### config.mk
export PLATFORM = sky130hd
export DESIGN_NAME = coriolis_ker1_subker1_y_yn_rxfifo
export DESIGN_NICKNAME = d
export VERILOG_FILES = /design/src/rtl/coriolis_ker1_subker1_y_yn_rxfifo.sv
export SDC_FILE = /design/constraint.sdc
export NUM_CORES = 1
export LEC_CHECK = 0
export ABC_AREA = 1
export CAP_MARGIN = 20
export CORE_MARGIN = 1
export CORE_UTILIZATION = 44
export CTS_CLUSTER_DIAMETER = 120
export CTS_CLUSTER_SIZE = 8
export DETAILED_ROUTE_END_ITERATION = 10
export DONT_BUFFER_PORTS = 1
export GPL_TIMING_DRIVEN = 0
export PLACE_DENSITY_LB_ADDON = 0.1
export RECOVER_POWER = 100
export SLEW_MARGIN = 10
export SYNTH_ARGS = -nofsm -noshare
export SYNTH_HDL_FRONTEND = slang
export SYNTH_SLANG_ARGS = --single-unit
### constraint.sdc
create_clock -name clk -period 5.4 [get_ports clk]
set_input_delay 0.27 -clock clk [delete_from_list [all_inputs] [get_ports clk]]
set_output_delay 0.27 -clock clk [all_outputs]
set_load 0.05 [all_outputs]
### src/rtl/coriolis_ker1_subker1_y_yn_rxfifo.sv
// Receive-side FWFT elastic FIFO with almost-full flag; 1-cycle latency, iready only from registered count.
// Optional stall counter port enabled by defining COR_RXFIFO_STATS_EN.
module coriolis_ker1_subker1_y_yn_rxfifo #(
  parameter int STREAMW      = 34,
  parameter int SIZE         = 16,
  parameter int AFULL_MARGIN = 2
) (
  input  logic               clk,
  input  logic               rst,
  input  logic               ivalid_in1_s0,
  input  logic [STREAMW-1:0] in1_s0,
  output logic               iready,
  output logic               afull,
  output logic               ovalid_out1_s0,
  input  logic               oready_out1_s0,
  output logic [STREAMW-1:0] out1_s0
`ifdef COR_RXFIFO_STATS_EN
  ,
  output logic [31:0]        stall_cnt
`endif
);

  localparam int AW = $clog2(SIZE);
  localparam logic [AW:0]   FULL_CNT  = (AW+1)'(SIZE);
  localparam logic [AW:0]   AFULL_CNT = (AW+1)'(SIZE - AFULL_MARGIN);
  localparam logic [AW:0]   CNT_ONE   = (AW+1)'(1);
  localparam logic [AW-1:0] PTR_ONE   = AW'(1);

  logic [STREAMW-1:0] mem [SIZE];
  logic [AW-1:0]      wr_ptr;
  logic [AW-1:0]      rd_ptr;
  logic [AW:0]        count;
  logic               push;
  logic               pop;

  // Flags come only from count, so downstream ready never reaches iready combinationally.
  assign iready         = (count != FULL_CNT);
  assign ovalid_out1_s0 = (count != '0);
  assign afull          = (count >= AFULL_CNT);
  assign out1_s0        = ovalid_out1_s0 ? mem[rd_ptr] : '0;

  assign push = ivalid_in1_s0 & iready;
  assign pop  = ovalid_out1_s0 & oready_out1_s0;

  // Storage is deliberately not reset; stale contents are unreachable once pointers clear.
  always_ff @(posedge clk) begin
    if (push) begin
      mem[wr_ptr] <= in1_s0;
    end
  end

  always_ff @(posedge clk or posedge rst) begin
    if (rst) begin
      wr_ptr <= '0;
      rd_ptr <= '0;
      count  <= '0;
    end else begin
      if (push) begin
        wr_ptr <= wr_ptr + PTR_ONE;
      end
      if (pop) begin
        rd_ptr <= rd_ptr + PTR_ONE;
      end
      case ({push, pop})
        2'b10:   count <= count + CNT_ONE;
        2'b01:   count <= count - CNT_ONE;
        default: count <= count;
      endcase
    end
  end

`ifdef COR_RXFIFO_STATS_EN
  always_ff @(posedge clk or posedge rst) begin
    if (rst) begin
      stall_cnt <= '0;
    end else if (ovalid_out1_s0 && !oready_out1_s0 && (stall_cnt != 32'hFFFF_FFFF)) begin
      stall_cnt <= stall_cnt + 32'd1;
    end
  end
`endif

endmodule

==> metrics.txt, run 1 <==
die height 230 um; Die ar. 0.0527 mm2; Slew Limit Fails ~210; peak supply drop 0.265 mV; vias in the first global route approximately 15,000; post-layout power 16.0 mW; GRT Util Overall 24.1%; hold_ws -0.0230 ns; Worst EP required 5.59 ns; post-layout util about half; register area share after synthesis 73.1%; CTS tree built; drt pass-1 iters 5; grt ovf 0; I/O pins 75; # port buffers 0; Nets 2,103; DR vias approximately 15,000; Post-Place Worst Slack 1.79 ns; Num CTS Buffers 79; initial antenna violation count 0; Placed Cells 2,618; most common cell after layout, fill and taps aside nand2_1; maxcap violations 13; Skew-Pair Late Insertion Delay 0.60 ns; routed vias/inst 5.42; critical path class reg -> reg; Final min period 4.26 ns; status complete, but fails checks; CP max stage delay 1.35 ns; reg2reg path depth 5; RSZ-0062 raised after global routing no; Pwr Density 604 mW/mm2; Netlist cell types 24; CP max FO 20; final-report hold violation count 1; Critical Path AT 4.45 ns; drt wl/cell 22.5 um; first-pass GRT wire length between 90,000 and 100,000 um; postcts setup bufs 0; Mapped Area 0.0228 mm2; HP Class in -> reg; synth warn 0; layout overhead on the synthesized area 16.1%; most frequent cells in the layout nand2_1 (714), edfxtp_1 (544), nand3_1 (421); slowest stage cell, crit path nor2_1; Mapped Cells 1,912; TritonCTS Sinks 557; Avg Cell Area, Syn ~12 um2; Placement Rows 83; share of cells above drive strength 1 8.49%; failing checks hold timing, capacitance limit, slew limit; Setup-failing EPs final 0; Pleak between 9 and 10 nW; antenna-violating nets left 0; largest net degree at the start of global routing 24; Initial Util 44.5%; CTS root buf clkbuf_16; DRC violations left 0; Die X 230 um; detailed router's first-iteration violation count around 1,300; FILL cells ~4,400; final non-filler cell total 2,767; CP Cell Sequence inv_1 > nand4_1 > nand2_1 > nor2_1 > clkbuf_1; clk_skew 0.0228 ns; reg2reg setup slack roughly 1.1 ns; Worst Tran Pin Value roughly 2.3 ns; Detail Placement HPWL 40,800 um; Critical Path Sink Type register; Syn Nets 1,959; crit share post-route between 70% and 80%; H-tree depth 3; Max Buffers Root-to-Sink 3; Synth Register Bits 557; CP startpoint kind register; Setup TNS 0 ns; Slew HR -52.9%; hold depth 2; Worst Setup Slack, final 1.14 ns; Routability Congestion roughly 0.82; max frequency 235 MHz; area of the core 0.0512 mm2; total routed wirelength 62,300 um; Worst-path clk slew 0.05 ns
## stage by stage
step	cell area (um2)	hold WS (ns)
after global routing	26400	0.00640
after floorplan	22800	0.147
after CTS	26700	0.0624
final	26400	-0.0230
after detailed placement	24200	0.274
after global placement	23600	0.269
## layout make-up
| type | count | area [um2] | share of cell area, % |
|---|---|---|---|
| flip-flops and latches | 557 | 16700 | 63.0 |
| plain buffers | 116 | 671 | 2.54 |
| repair buffers | 63 | 677 | 2.56 |
| multi-input cells | 1219 | 5310 | 20.1 |
| clock buffers | 106 | 2160 | 8.18 |
| clock inverters | 4 | 31.3 | 0.118 |
| inverters | 20 | 75.1 | 0.284 |
| well taps | 680 | 851 | 3.22 |
| diodes | 2 | 5.00 | 0.0189 |
## state kept, by name (all words and copies together), names as in the netlist
| name | flops |
|---|---|
| count | 5 |
| mem | 544 |
| rd_ptr | 4 |
| wr_ptr | 4 |
## cells by family after synthesis
| logic type | after synthesis | synth area share, % |
|---|---|---|
| compound gates | 42 | 1.22 |
| xor+xnor | 10 | 0.384 |
| fa+ha+maj | 9 | 0.494 |
| buf+inv | 136 | 3.31 |
| flops | 557 | 73.1 |
| simple gates | 1158 | 21.5 |
## per-layer routing
layer	vias up	GRT usage [%]	wire [um]	part of all wire, %
met5	-	0	0	0
met4	0	8.96	1900	3.0
met3	120	4.05	3670	5.9
met2	477	38.4	29400	47
met1	7396	33.3	27400	44
li1	6991	-	-	-
## critical path, delay by kind of cell, from the launching register on
kind	cells	cell delay (ns)
buffers and inverters	2	1.16
flip-flops	1	0.43
AND/OR/NAND/NOR	3	2.25
## synth_stat cells (all sizes together)
library cell  count  area [um2]
ha                9         113
clkbuf           18        67.6
o21ai             4        20.0
xnor2             3        26.3
a21oi            35         235
o21bai            1        7.51
nand4             1        6.26
edfxtp          544       16300
dfrtp            13         325
nor2             19        78.8
a31o              1        8.76
nand2           714        2680
inv              20        75.1
buf              98         611
nor3              3        15.0
a21o              1        7.51
nand3           421        2110
xor2              7        61.3
## power breakdown
part	total [mW]	internal, mW	leakage (nW)	switching [mW]
combinational	6.17	1.48	3.52	4.69
sequential	5.35	5.22	5.07	0.134
clock	4.45	2.74	1.07	1.71
total	16.0	9.44	9.66	6.53
## repair_timing
item | in CTS | in global routing
hold buffers | 37 | 0
hold endpoints to repair | 559 | 0
gates resized for setup | 0 | 0
## path summary, 6_finish.rpt
check	from	to
min reg2reg	count[0]$_DFFE_PP0P_	count[0]$_DFFE_PP0P_
max	count[2]$_DFFE_PP0P_	mem[0][13]$_DFFE_PP_
min in group asynchronous	rst	rd_ptr[2]$_DFFE_PP0P_
min	ivalid_in1_s0	wr_ptr[2]$_DFFE_PP0P_
max reg2reg	count[2]$_DFFE_PP0P_	mem[0][13]$_DFFE_PP_
max in group asynchronous	rst	count[2]$_DFFE_PP0P_
No activity file was read; power rests on OpenSTA's default activity.
==> run 2, diff against run 1 <==
--- a/config.mk
+++ b/config.mk
@@ -5,7 +5,7 @@
 export SDC_FILE = /design/constraint.sdc
 export NUM_CORES = 1
 export LEC_CHECK = 0
-export ABC_AREA = 1
+export ABC_AREA = 0
 export CAP_MARGIN = 20
 export CORE_MARGIN = 1
 export CORE_UTILIZATION = 44
==> constraint.sdc (replaced) <==
create_clock -name clk -period 4.4 [get_ports clk]
set_input_delay 0.22 -clock clk [delete_from_list [all_inputs] [get_ports clk]]
set_output_delay 0.22 -clock clk [all_outputs]
set_load 0.05 [all_outputs]
==> run 2 against run 1 <==
  * The run ends with capacitance limit left
  * Clock power grew 21%
  * Design area shrank 4.5%
  * Combinational power shrank 2%
  * Synthesized area shrank 5.4%
  * Critical path type is now reg -> out
  * Largest cell class unchanged
  * Highest routed layer is now met5
==> metrics.txt, run 2 <==
post-layout util 52.6% (was 51.6%); Netlist cell types 40 (was 24); Worst EP required 4.18 ns (was 5.59 ns); # port buffers 0 (unchanged); drt pass-1 iters 5 (unchanged); CP Cell Sequence clkbuf_1 > buf_2 > clkbuf_2 > clkbuf_1 > mux2_1 > a221o_1 (was inv_1 > nand4_1 > nand2_1 > nor2_1 > clkbuf_1); Worst Tran Pin Value 1.48 ns (was 2.28 ns); CP startpoint kind register (unchanged); share of power burned in registers 36.4% (was 33.5%); Syn Nets 979 (was 1,959); internal power 11.9 mW (was 9.44 mW); drt wl/cell 28.1 um (was 22.5 um); maxcap violations 1 (was 13); Final min period 4.06 ns; die height 223 um (was 230 um); Placement Rows 80 (was 83); final-report hold violation count 0 (was 1); vias in the first global route 10,618 (was 14,656); Slew Limit Fails 0 (was 209); Pleak 8.04 nW (was 9.66 nW); FILL cells 3,734 (was 4,448); antenna-violating nets left 0 (unchanged); failing checks capacitance limit (was hold timing, capacitance limit, slew limit); Comb power frac 33.6% (was 38.6%); critical path class reg -> out (was reg -> reg); Routability Congestion 0.688 (was 0.820); max frequency 246 MHz; most used cell, CP clkbuf_1; Critical Path Sink Type primary output (was register); Detail Placement HPWL 30,600 um (was 40,800 um); Setup-failing EPs final 0 (unchanged); peak supply drop 0.394 mV (was 0.265 mV); I/O pins 75 (unchanged); layout overhead on the synthesized area 17.2% (was 16.1%); Nets 1,129 (was 2,103); sw frac 33.7% (was 40.9%); P_sw 6.06 mW (was 6.53 mW); most flop-heavy register mem (unchanged); Slew HR 0.897% (was -52.9%); Max Buffers Root-to-Sink 3 (unchanged); Final Cell Area 0.0253 mm2 (was 0.0264 mm2); Initial Util 44.8% (was 44.5%); DR vias 9,913 (was 14,984); first-pass GRT wire length 72,000 um (was 93,500 um); asr flop ratio synth 2.33% (unchanged); Pwr Density 713 mW/mm2 (was 604 mW/mm2); largest net degree at the start of global routing 21 (was 24); Worst-path clk slew 0.05 ns (about the same); synth warn 0 (unchanged); Post-synth EDFFs 544 (unchanged); area of the core 0.0480 mm2 (was 0.0512 mm2); dpl cell area 0.0229 mm2 (was 0.0242 mm2); top cell type's share of synthesized area 75.8% (was 71.7%); register area share after synthesis 77.3% (was 73.1%); Mapped Cells 932 (was 1,912); power share of the clock group 30.0% (was 27.9%); status complete, but fails checks (unchanged); Avg Cell Area, Syn 23.1 um2 (was 11.9 um2); Yosys top cell by area edfxtp_1 (unchanged); CP max FO 10 (was 20); clk_skew 0.0142 ns (was 0.0228 ns); share of cells above drive strength 1 29.4% (was 8.49%); synth cell count leaders edfxtp_1 (544), mux4_2 (136), nor2b_1 (35) (was nand2_1 (714), edfxtp_1 (544), nand3_1 (421)); DRC violations left 0 (unchanged); most common cell after layout, fill and taps aside edfxtp_1 (was nand2_1); CTS root buf clkbuf_16 (unchanged); Critical Path AT 3.84 ns (was 4.45 ns); most frequent cell after synthesis edfxtp_1 (was nand2_1); HP Class in -> async (was in -> reg); GRT Util Overall 20.3% (was 24.1%); buffer and inverter count on the worst path 4 (was 2); biggest regs mem: 544 flops, count: 5 flops (unchanged); Synth Register Bits 557 (unchanged); Die X 223 um (was 230 um); crit share post-route 92.4%; most frequent cells in the layout edfxtp_1 (544), mux4_2 (136), clkbuf_16 (83) (was nand2_1 (714), edfxtp_1 (544), nand3_1 (421)); slowest stage cell, crit path clkbuf_1 (was nor2_1); RSZ-0062 raised after global routing no (unchanged); hold_ws 0.125 ns (was -0.0230 ns); Mapped Area 0.0215 mm2 (was 0.0228 mm2); CP max stage delay 0.71 ns (was 1.35 ns); crit-path leading delay family buffers and inverters (was simple AND/OR/NAND/NOR gates); Area contributors post-synth edfxtp_1 (76%), mux4_2 (14%), mux2_2 (1.7%) (was edfxtp_1 (72%), nand2_1 (12%), nand3_1 (9.2%)); TritonCTS Sinks 557 (unchanged); postcts setup bufs 0 (unchanged); post-layout power 18.0 mW (was 16.0 mW); initial antenna violation count 3 (was 0); Die ar. 0.0498 mm2 (was 0.0527 mm2); total routed wirelength 48,400 um (was 62,300 um); Skew-Pair Late Insertion Delay 0.59 ns (was 0.60 ns); Num CTS Buffers 79 (unchanged); max reg flops 544 (unchanged); Setup TNS 0 ns (unchanged); CTS tree built (unchanged); grt ovf 0 (unchanged); H-tree depth 3 (unchanged); Most used DFF post-synth edfxtp_1 (unchanged); detailed router's first-iteration violation count 864 (was 1,271); routed vias/inst 5.76 (was 5.42)
## run 2: changes by cell type in the layout (fill, tap and decap cells not counted), sizes merged, moves of 4 or more
cell	before	now
a21oi	35	2
nand2	714	9
inv	23	7
a221o	0	34
nor2b	0	35
nand3	421	2
buf	105	51
mux4	0	136
nand2b	0	4
clkbuf	143	134
mux2	0	36
## run 2: power groups by stage
stage	Clock (mW)	Combinational (mW)	Sequential [mW]
3_3_place_gp	0	5.95	6.71
6_report	5.39	6.05	6.55
4_1_cts	5.51	6.28	6.55
5_1_grt	5.73	6.42	6.59
2_1_floorplan	0	4.55	6.63
3_5_place_dp	0	6.17	6.65
## run 2: final timing paths
path | cells after the start | to | slack (ns) | from
hold / removal | 2 | count[0]$_DFFE_PP0P_ | 0.13 | rst
hold reg to reg | 1 | count[0]$_DFFE_PP0P_ | 0.58 | count[0]$_DFFE_PP0P_
setup / recovery | 6 | out1_s0[27] | 0.34 | rd_ptr[0]$_DFFE_PP0P_
min in group clk | 2 | wr_ptr[0]$_DFFE_PP0P_ | 0.15 | ivalid_in1_s0
max in group asynchronous | 2 | wr_ptr[0]$_DFFE_PP0P_ | 3.90 | rst
setup reg to reg | 7 | mem[1][24]$_DFFE_PP_ | 0.52 | count[2]$_DFFE_PP0P_
## run 2: cell type report
type	count	area, um2	area share [%]
buffer	52	293	1.16
multi-input combinational	319	4600	18.2
clock inverter	4	31.3	0.124
timing repair buffer	69	746	2.95
clock buffer	100	2140	8.48
sequential	557	16700	66.0
inverter	4	15.0	0.0594
antenna	2	5.00	0.0198
tap	615	769	3.05
## run 2: what timing repair did
action | 4_1_cts | 5_1_grt
hold endpoints to repair | 559 | 0
setup endpoints to repair | 0 | 0
gates resized for setup | 0 | 0
hold buffers | 36 | 0
## run 2: metrics by stage
| stage | setup slack [ns] | std cells |
|---|---|---|
| finish | 0.336 | 1722 |
| global route | 0.150 | 1721 |
| CTS | 0.378 | 1720 |
| detailed placement | 1.03 | 1580 |
| global placement | -2.90 | 1547 |
| floorplan | 0.373 | 932 |
## run 2: cell families after synthesis
family	share of synthesized area, %
and+or+nand+nor	2.06
AOI/OAI and AO/OA	2.06
muxes	16.1
xor gates and xnor gates	0.447
DFF	77.3
adders and majority gates	0.523
buffers and inverters	1.43
## run 2: layer usage
metal  GRT usage, %  vias up  wire length (um)
li1               -     4240                 -
met1           29.3     5317             22100
met2           31.0      258             22600
met3           4.54       94              2410
met4           6.01        4              1240
met5              0        -                31
==> run 3, diff against run 2 <==
--- a/config.mk
+++ b/config.mk
@@ -9,6 +9,7 @@
 export CAP_MARGIN = 20
 export CORE_MARGIN = 1
 export CORE_UTILIZATION = 44
+export CTS_BUF_LIST = sky130_fd_sc_hd__clkbuf_2
 export CTS_CLUSTER_DIAMETER = 120
 export CTS_CLUSTER_SIZE = 8
 export DETAILED_ROUTE_END_ITERATION = 10
@@ -16,6 +17,7 @@
 export GPL_TIMING_DRIVEN = 0
 export PLACE_DENSITY_LB_ADDON = 0.1
 export RECOVER_POWER = 100
+export SKIP_LAST_GASP = 1
 export SLEW_MARGIN = 10
 export SYNTH_ARGS = -nofsm -noshare
 export SYNTH_HDL_FRONTEND = slang
==> run 3 against run 2 <==
  * The run now ends clean
  * Clock-buffer cell count unchanged
  * Register-to-register slack got worse by 0.14 ns
  * Critical endpoint unchanged
  * Clock power decreased by 58%
  * Via count up 0.11%
  * Maximum frequency shrank 2.3%
==> metrics.txt, run 3 (synthesis results as in run 2) <==
status finished clean (was complete, but fails checks); Reg2Reg Capture Point mem[2][8]$_DFFE_PP_ (was mem[1][24]$_DFFE_PP_); Pleak 7.49 nW (was 8.04 nW); DRC violations left 0 (unchanged); die height 223 um (unchanged); Worst Tran Pin Value 1.47 ns (was 1.48 ns); # port buffers 0 (unchanged); Worst EP required 4.18 ns (about the same); most frequent cells in the layout edfxtp_1 (544), mux4_2 (136), clkbuf_2 (115) (was edfxtp_1 (544), mux4_2 (136), clkbuf_16 (83)); H-tree depth 3 (unchanged); Worst-path clk slew 0.14 ns (was 0.05 ns); vias in the first global route 10,627 (was 10,618); DR vias 9,924 (was 9,913); Setup-failing EPs final 0 (unchanged); Placement Rows 80 (unchanged); Initial Util 44.8% (unchanged); drt pass-1 iters 5 (unchanged); final-report hold violation count 0 (unchanged); CP Cell Sequence clkbuf_1 > clkbuf_4 > clkbuf_2 > clkbuf_2 > mux2_1 > a221o_1 (was clkbuf_1 > buf_2 > clkbuf_2 > clkbuf_1 > mux2_1 > a221o_1); most used cell, CP clkbuf_2 (was clkbuf_1); most flop-heavy register mem (unchanged); maxcap violations 0 (was 1); CTS tree built (unchanged); HP Class in -> reg (was in -> async); I/O pins 75 (unchanged); critical path class reg -> out (unchanged); Routability Congestion 0.688 (unchanged); Critical Path Sink Type primary output (unchanged); buffer and inverter count on the worst path 4 (unchanged); post-layout util 49.5% (was 52.6%); reg2reg start count[2]$_DFFE_PP0P_ (unchanged); max reg flops 544 (unchanged); Multi-input gate area 0.00460 mm2 (about the same); CTS root buf clkbuf_2 (was clkbuf_16); Critical Path AT 3.94 ns (was 3.84 ns); slowest stage cell, crit path a221o_1 (was clkbuf_1); hold_ws 0.143 ns (was 0.125 ns); Slew Limit Fails 0 (unchanged); initial antenna violation count 5 (was 3); Pwr Density 625 mW/mm2 (was 713 mW/mm2); CP startpoint kind register (unchanged); max frequency 240 MHz (was 246 MHz); CP max FO 10 (unchanged); reg2reg path depth 8 (was 7); critical path depth 6 (unchanged); Slew HR 2.20% (was 0.897%); Num CTS Buffers 79 (unchanged); GRT Util Overall 20.0% (was 20.3%); peak supply drop 0.258 mV (was 0.394 mV); antenna-violating nets left 0 (unchanged); Reg area 0.0167 mm2 (unchanged); largest net degree at the start of global routing 21 (unchanged); biggest regs mem: 544 flops, count: 5 flops (unchanged); postcts setup bufs 0 (unchanged); dpl cell area 0.0229 mm2 (unchanged); Max Buffers Root-to-Sink 3 (unchanged); end of the critical path out1_s0[27] (unchanged); drt wl/cell 27.7 um (was 28.1 um); crit-path leading delay family buffers and inverters (unchanged); clk_skew 0.0747 ns (was 0.0142 ns); Skew-Pair Late Insertion Delay 1.05 ns (was 0.59 ns); first-pass GRT wire length 71,000 um (was 72,000 um); CP max stage delay 0.53 ns (was 0.71 ns); area of the core 0.0480 mm2 (unchanged); Final min period 4.16 ns (was 4.06 ns); detailed router's first-iteration violation count 834 (was 864); crit share post-route 94.6% (was 92.4%); Critical Path Source rd_ptr[0]$_DFFE_PP0P_ (unchanged); FILL cells 3,949 (was 3,734); routed vias/inst 5.71 (was 5.76); total routed wirelength 48,200 um (was 48,400 um); most common cell after layout, fill and taps aside edfxtp_1 (unchanged); layout overhead on the synthesized area 10.3% (was 17.2%); RSZ-0062 raised after global routing no (unchanged); Nets 1,144 (was 1,129); Detail Placement HPWL 30,600 um (unchanged); TritonCTS Sinks 557 (unchanged); Final Cell Area 0.0238 mm2 (was 0.0253 mm2); Die ar. 0.0498 mm2 (unchanged); reg2reg setup slack 0.38 ns (was 0.52 ns); grt ovf 0 (unchanged); Die X 223 um (unchanged); share of cells above drive strength 1 31.1% (was 29.4%)
run 3: stage by stage:
step                      setup WS (ns)  cells  TNS (ns)  power (mW)
final                             0.240   1739         0        14.9
after global routing            0.00111   1739         0        15.6
after CTS                       -0.0122   1735   -0.0122        15.2
after detailed placement           1.03   1580         0        12.8
after global placement            -2.90   1547   -731.00        12.7
after floorplan                   0.373    932         0        11.2
run 3: cell type report:
class                   count  share of cell area, %
repair buffers             84                   3.72
diodes                      4                 0.0421
flip-flops and latches    557                   70.1
inverters                   4                 0.0632
well taps                 615                   3.24
plain buffers              52                   1.30
multi-input cells         319                   19.4
clock buffers             100                   2.11
clock inverters             4                 0.0684
run 3: worst min path at each step:
stage / start / to / slack (ns) / depth (start not counted)
5_1_grt: in1_s0[6] / mem[0][6]$_DFFE_PP_ / 0.04 / 1
3_3_place_gp: rst / wr_ptr[0]$_DFFE_PP0P_ / 0.19 / 1
2_1_floorplan: rst / count[0]$_DFFE_PP0P_ / 0.1 / 1
4_1_cts: in1_s0[32] / mem[14][32]$_DFFE_PP_ / 0.0008 / 1
6_report: in1_s0[17] / mem[1][17]$_DFFE_PP_ / 0.14 / 1
3_5_place_dp: rst / wr_ptr[0]$_DFFE_PP0P_ / 0.20 / 1
run 3: worst register-to-register path: stages, from the launching register on:
cell,delay [ns]
dfrtp_1,0.35
buf_2,0.21
nor4_2,0.09
a21boi_0,0.97
nand2_1,0.37
nor3_1,0.75
clkbuf_1,0.47
buf_6,0.21
clkbuf_2,0.24
run 3: metal layers:
metal	part of all wire, %	track usage, %	routed length, um
met5	0.027	0	13
met1	46	28.9	22000
met4	2.3	5.83	1120
met3	5.4	4.54	2580
met2	47	30.8	22500
run 3: what timing repair did:
item	4_1_cts	5_1_grt
endpoints found under the setup margin	30	30
endpoints found under the hold margin	579	0
resized for setup	3	10
hold buffers	51	0
run 3: power breakdown:
group	internal (mW)	leakage (nW)	switching (mW)
clock network	0.588	0.432	1.68
registers	6.39	5.07	0.131
logic	2.19	1.99	3.89
total	9.17	7.49	5.69
